<file path="src/rtl/hcb_pkg.sv">
// Shared definitions for the HCB packet sequencer: FSM state encoding,
// default parameter values and a small width helper.
package hcb_pkg;

   localparam int HCB_PACKETS_NUM    = 13;
   localparam int HCB_TDATA_WIDTH    = 32;
   localparam int HCB_RESULT_LATENCY = 1;

   // RECV: collecting beats, DRAIN: discarding until tlast,
   // WAIT: letting the chain settle, HOLD: presenting the clause result.
   typedef enum logic [1:0] {
      ST_RECV  = 2'd0,
      ST_DRAIN = 2'd1,
      ST_WAIT  = 2'd2,
      ST_HOLD  = 2'd3
   } hcb_state_e;

   // Bits needed to hold the values 0..n-1 (never less than one bit).
   function automatic int cnt_width(input int n);
      return (n > 1) ? $clog2(n) : 1;
   endfunction

endpackage

</file>
<file path="src/rtl/hcb_onehot_dec.sv">
// Beat-index to one-hot stage strobe decoder. The output is all zeros
// unless enable is set, so it can drive the stage strobes directly.
module hcb_onehot_dec
   import hcb_pkg::*;
#(
   parameter int PACKETS_NUM = HCB_PACKETS_NUM,
   parameter int IDX_W       = cnt_width(HCB_PACKETS_NUM)
) (
   input  logic [IDX_W-1:0]       index,
   input  logic                   enable,
   output logic [PACKETS_NUM-1:0] onehot
);

   // Raise exactly the bit selected by index when enabled.
   always_comb begin
      onehot = '0;
      for (int i = 0; i < PACKETS_NUM; i++) begin
         if (enable && (index == IDX_W'(i))) begin
            onehot[i] = 1'b1;
         end else begin
            onehot[i] = 1'b0;
         end
      end
   end

endmodule

</file>
<file path="src/rtl/hcb_packet_sequencer.sv">
// Splits an AXI-Stream datapoint of PACKETS_NUM beats into one-hot stage
// strobes for the HCB chain, checks tlast framing, waits for the chain to
// settle and holds clause_valid until the consumer acknowledges it.
module hcb_packet_sequencer
   import hcb_pkg::*;
#(
   parameter int PACKETS_NUM            = HCB_PACKETS_NUM,
   parameter int C_S00_AXIS_TDATA_WIDTH = HCB_TDATA_WIDTH,
   parameter int RESULT_LATENCY         = HCB_RESULT_LATENCY
) (
   input  logic                              clk,
   input  logic                              rst_n,
   input  logic [C_S00_AXIS_TDATA_WIDTH-1:0] s00_axis_tdata,
   input  logic                              s00_axis_tvalid,
   input  logic                              s00_axis_tlast,
   output logic                              s00_axis_tready,
   output logic [C_S00_AXIS_TDATA_WIDTH-1:0] x,
   output logic [PACKETS_NUM-1:0]            valid,
   output logic                              clause_valid,
   input  logic                              clause_ack,
   output logic                              framing_err,
   input  logic                              err_clr,
   output logic [31:0]                       dp_count
);

   localparam int IDX_W = cnt_width(PACKETS_NUM);
   localparam int LAT_W = cnt_width(RESULT_LATENCY + 1);
   localparam logic [IDX_W-1:0] LAST_IDX = IDX_W'(PACKETS_NUM - 1);
   localparam logic [LAT_W-1:0] LAT_INIT = LAT_W'(RESULT_LATENCY);

   hcb_state_e                        state_r;
   hcb_state_e                        state_nxt_s;
   logic [IDX_W-1:0]                  idx_r;
   logic [IDX_W-1:0]                  idx_nxt_s;
   logic [LAT_W-1:0]                  lat_r;
   logic [LAT_W-1:0]                  lat_nxt_s;
   logic                              tready_r;
   logic                              tready_nxt_s;
   logic [C_S00_AXIS_TDATA_WIDTH-1:0] x_r;
   logic [PACKETS_NUM-1:0]            valid_r;
   logic                              clause_valid_r;
   logic                              clause_nxt_s;
   logic                              framing_err_r;
   logic [31:0]                       dp_count_r;
   logic                              handshake_s;
   logic                              good_beat_s;
   logic                              err_set_s;
   logic                              dp_inc_s;
   logic [PACKETS_NUM-1:0]            dec_onehot_s;

   assign handshake_s = s00_axis_tvalid & tready_r;

   // Next-state, beat classification and clause handshake decisions.
   always_comb begin
      state_nxt_s  = state_r;
      idx_nxt_s    = idx_r;
      lat_nxt_s    = lat_r;
      clause_nxt_s = clause_valid_r;
      good_beat_s  = 1'b0;
      err_set_s    = 1'b0;
      dp_inc_s     = 1'b0;
      case (state_r)
         ST_RECV: begin
            if (handshake_s) begin
               if (idx_r == LAST_IDX) begin
                  if (s00_axis_tlast) begin
                     good_beat_s = 1'b1;
                     idx_nxt_s   = '0;
                     lat_nxt_s   = LAT_INIT;
                     state_nxt_s = ST_WAIT;
                  end else begin
                     // Datapoint overran: throw away beats up to the next tlast.
                     err_set_s   = 1'b1;
                     idx_nxt_s   = '0;
                     state_nxt_s = ST_DRAIN;
                  end
               end else begin
                  if (s00_axis_tlast) begin
                     // Datapoint ended early: restart framing on the next beat.
                     err_set_s = 1'b1;
                     idx_nxt_s = '0;
                  end else begin
                     good_beat_s = 1'b1;
                     idx_nxt_s   = idx_r + IDX_W'(1);
                  end
               end
            end else begin
               state_nxt_s = ST_RECV;
            end
         end
         ST_DRAIN: begin
            if (handshake_s && s00_axis_tlast) begin
               idx_nxt_s   = '0;
               state_nxt_s = ST_RECV;
            end else begin
               state_nxt_s = ST_DRAIN;
            end
         end
         ST_WAIT: begin
            if (lat_r == '0) begin
               clause_nxt_s = 1'b1;
               dp_inc_s     = 1'b1;
               state_nxt_s  = ST_HOLD;
            end else begin
               lat_nxt_s = lat_r - LAT_W'(1);
            end
         end
         ST_HOLD: begin
            if (clause_ack) begin
               clause_nxt_s = 1'b0;
               idx_nxt_s    = '0;
               state_nxt_s  = ST_RECV;
            end else begin
               clause_nxt_s = 1'b1;
            end
         end
         default: begin
            clause_nxt_s = 1'b0;
            idx_nxt_s    = '0;
            state_nxt_s  = ST_RECV;
         end
      endcase
      tready_nxt_s = (state_nxt_s == ST_RECV) || (state_nxt_s == ST_DRAIN);
   end

   hcb_onehot_dec #(
      .PACKETS_NUM (PACKETS_NUM),
      .IDX_W       (IDX_W)
   ) u_dec (
      .index  (idx_r),
      .enable (good_beat_s),
      .onehot (dec_onehot_s)
   );

   // FSM state, beat index, settle counter and the registered ready flag.
   always_ff @(posedge clk or negedge rst_n) begin
      if (!rst_n) begin
         state_r  <= ST_RECV;
         idx_r    <= '0;
         lat_r    <= '0;
         tready_r <= 1'b0;
      end else begin
         state_r  <= state_nxt_s;
         idx_r    <= idx_nxt_s;
         lat_r    <= lat_nxt_s;
         tready_r <= tready_nxt_s;
      end
   end

   // Payload, stage strobes, clause flag, sticky error and datapoint counter.
   always_ff @(posedge clk or negedge rst_n) begin
      if (!rst_n) begin
         x_r            <= '0;
         valid_r        <= '0;
         clause_valid_r <= 1'b0;
         framing_err_r  <= 1'b0;
         dp_count_r     <= 32'd0;
      end else begin
         if (good_beat_s) begin
            x_r <= s00_axis_tdata;
         end
         valid_r        <= dec_onehot_s;
         clause_valid_r <= clause_nxt_s;
         // A fresh error outranks a clear arriving on the same edge.
         if (err_set_s) begin
            framing_err_r <= 1'b1;
         end else if (err_clr) begin
            framing_err_r <= 1'b0;
         end
         if (dp_inc_s) begin
            dp_count_r <= dp_count_r + 32'd1;
         end
      end
   end

   assign s00_axis_tready = tready_r;
   assign x               = x_r;
   assign valid           = valid_r;
   assign clause_valid    = clause_valid_r;
   assign framing_err     = framing_err_r;
   assign dp_count        = dp_count_r;

endmodule
</file>
<file path="config.mk">
export PLATFORM = sky130hd
export DESIGN_NAME = hcb_packet_sequencer
export DESIGN_NICKNAME = d
export VERILOG_FILES = /design/src/rtl/hcb_pkg.sv /design/src/rtl/hcb_onehot_dec.sv /design/src/rtl/hcb_packet_sequencer.sv
export SDC_FILE = /design/constraint.sdc
export NUM_CORES = 1
export LEC_CHECK = 0
export CAP_MARGIN = 5
export CORE_UTILIZATION = 45
export DETAILED_ROUTE_END_ITERATION = 8
export PLACE_DENSITY = 0.78
export SLEW_MARGIN = 20
export SYNTH_ARGS = -nofsm -noshare
export SYNTH_HDL_FRONTEND = slang
export SYNTH_SLANG_ARGS = --single-unit
</file>
<file path="constraint.sdc">
create_clock -name clk -period 2.98 [get_ports clk]
set_input_delay 0.447 -clock clk [delete_from_list [all_inputs] [get_ports clk]]
set_output_delay 0.447 -clock clk [all_outputs]
set_load 0.02 [all_outputs]
</file>
==> impl_metrics.csv <==
group,metric,value,unit
sta,tns,0,ns
clocking,cts_tree,"done",
yosys,yosys.area.top_type,"dfrtp_1",
sta,timing.fmax,0.452,GHz
cells_and_area,multi_input_area,0.00138,sq mm
yosys,synth_ff_type,"dfrtp_1",
setup_path,crit_fanout,32,
yosys,muxShareOfSynthArea,10.4,%
cells_and_area,layout-area-overhead-vs-synth,39.6,%
clocking,cts_made_buffers,9,
power,sequentialPowerShare,42.2,%
yosys,syn_area_per_cell,12.7,sq um
grt,gr-total-overflow,0,
cells_and_area,num_antenna_cells,0,
cells_and_area,regArea,0.00218,sq mm
yosys,yosysWarnings,0,
sta,worst_clock_skew,0.00950,ns
yosys,synth.area.top_cells,"dfrtp_1, mux2_2, xor2_1",
yosys,seq_area_frac_synth,59.2,%
setup_path,critPathArrivalTime,2.44,ns
sta,relSlewSlack,49.5,%
placement,dpl.hpwl,5.31,mm
power,clkPwrFrac,20.1,%
clocking,cts-root-buf,"clkbuf_8",
floorplanning,die_x,92.4,um
yosys,syn-num-nets,332,
job,cap_violations,0,
placement,globalplace.congestion,0.776,
power,intPower,2.67,mW
yosys,syn_area,0.00368,sq mm
yosys,synth_simple_gate_area_share,15.2,%
grt,antenna_found_initial,0,
setup_path,cp_data_required_time,3.21,ns
clocking,cts_resized,0,
yosys,yosysUniqueCellTypes,41,
placement,place_area,0.00493,sq mm
yosys,synth_xor_xnor_area_share,7.62,%
yosys,syn_inst,289,
routing,ant_nets,0,
sta,setup_viol,0,
clocking,path_clk_slew,0.09,ns
setup_path,end_kind,"flip-flop",
routing,drt-pass1-iter-count,4,
clocking,cts_max_path_buffers,2,
power,combPwrFrac,37.7,%
cells_and_area,nFillCells,628,
grt,grt_usage,18.6,%
routing,vias,2604,
floorplanning,die_h,92.4,um
cells_and_area,fin_cells,518,
placement,port_buffers,117,
grt,grt_max_degree,88,
sta,tightestPinTransition,0.757,ns
power,swShare,32.8,%
setup_path,worstSetupPathType,"flip-flop to flip-flop",
yosys,ys_async_sr_fraction,100,%
yosys,synth-edff-count,0,
yosys,synth_top_family_by_area,"simple AND/OR/NAND/NOR gates",
floorplanning,coreArea,0.00781,sq mm
placement,place_inst,502,
yosys,synth_compound_area_share,2.52,%
cells_and_area,layout.nets,454,
routing,vias_per_cell,5.03,
grt,grt_pass1_wl,12.4,mm
run_status,status,"finished clean",
clocking,ctsHoldBuffers,0,
sta,holdWs,0.131,ns
power,power.switching,1.30,mW
power,pwr_density_cell,774,mW/mm^2
floorplanning,start_util,47.1,%
yosys,synth_top_area_share,59.2,%
clocking,htreeDepth,3,
power,power.leakage,2.30,nW
power,ir_worst_vdd,0.414,mV
routing,avgRoutedWirePerCell,14.3,um
cells_and_area,drive_gt1_share,15.4,%
sta,rsz0062_at_grt,"no",
clocking,post-cts-setup-buffers,0,
sta,layout_min_cycle_time,2.21,ns
sta,min_period_over_period,74.2,%
routing,first_iter_violations,89,
routing,drc,0,
min_path,min_path_type,"primary input to asynchronous set/reset pin",
floorplanning,num_rows,32,
sta,hold_viol_final,0,
floorplanning,die_area,0.00854,sq mm
clocking,cts_sinks,87,
grt,first_global_vias,2551,
clocking,insertion_delay,0.34,ns
cells_and_area,fin_area,0.00513,sq mm
setup_path,start_kind,"flip-flop",
yosys,synthAdderAreaFrac,1.70,%
sta,maxSlewViolCount,0,
floorplanning,io_pins,118,
routing,routed_wl,7.43,mm
yosys,yosys_register_bits,87,
[routing by layer]
metal | global-route usage (%) | part of all wire [%] | vias up
li1 | - | - | 1241
met1 | 25.5 | 45 | 1259
met2 | 28.6 | 47 | 95
met3 | 3.53 | 7.0 | 9
met4 | 8.46 | 1.4 | 0
met5 | 0 | 0 | -
[Yosys cell counts, types with 2 or more instances]
master	number
nand3_1	9
nand4_1	3
nor4_4	2
inv_1	16
nor2_1	7
o21ai_0	5
xor2_1	20
o21a_1	2
nor3_2	2
nand2_1	16
dfrtp_1	87
buf_2	4
a21oi_1	4
xnor2_1	12
and2_1	12
or3_1	2
clkbuf_1	3
nand4_2	2
nor4_1	8
mux2_2	33
and3_1	5
nor3_1	12
ha_1	5
[state kept, by name, summed over array words and instances (netlist names), 2 cells and up]
signal    count
dp_count     32
x            32
valid        13
idx_r         4
state_r       2
[kinds of logic after synthesis]
kind of cell / Yosys count
and+or+nand+nor: 91
DFF: 87
muxes: 34
xor gates and xnor gates: 32
buffers and inverters: 25
AOI/OAI and AO/OA: 15
adders and majority gates: 5
[power by group through the flow]
stage / combinational (mW) / sequential, mW / clock (mW)
3_5_place_dp: 1.51 / 1.70 / 0
2_1_floorplan: 0.466 / 2.01 / 0
5_1_grt: 1.60 / 1.72 / 0.883
3_3_place_gp: 1.47 / 1.69 / 0
4_1_cts: 1.52 / 1.68 / 0.834
6_report: 1.50 / 1.68 / 0.798
[worst max-delay path, cell delays in order, from the launching register on]
cell,delay [ns]
dfrtp_1,0.44
inv_1,0.10
ha_1,0.22
and3_1,0.35
xnor2_1,0.15
nand2_1,0.09
buf_4,0.35
mux2_2,0.39
[final timing paths]
path / to / slack [ns] / depth (start not counted) / from
hold reg to reg: dp_count[20] / 0.49 / 1 / dp_count[20]
max in group asynchronous: dp_count[7] / 2.32 / 1 / rst_n
setup / recovery: x[30] / 0.77 / 7 / idx_r[0]
setup reg to reg: x[30] / 0.77 / 7 / idx_r[0]
min in group clk: dp_count[20] / 0.49 / 1 / dp_count[20]
hold / removal: x[15] / 0.13 / 1 / rst_n
[layout make-up]
cell class	instances	area share [%]
inverters	16	1.17
multi-input cells	177	26.8
well taps	102	2.49
clock buffers	10	2.49
repair buffers	120	23.3
flip-flops and latches	87	42.4
clock inverters	6	1.34
[layout by cell type, fill, tap and decap left out, types with 9 or more instances in the layout]
master / count
clkdlybuf4s50_1: 116
dfrtp_1: 87
nand3_1: 9
nand2_1: 16
inv_1: 16
clkbuf_8: 9
mux2_2: 33
xor2_1: 20
xnor2_1: 12
nor3_1: 12
and2_1: 12
[through the flow]
stage	power [mW]	setup WS (ns)	utilization (%)
floorplan	2.47	0.983	-
global placement	3.16	0.832	63.2
detailed placement	3.22	0.762	63.2
CTS	4.03	0.755	65.7
global route	4.21	0.573	65.8
finish	3.98	0.768	65.8
Power figures use the tool's default switching activity.
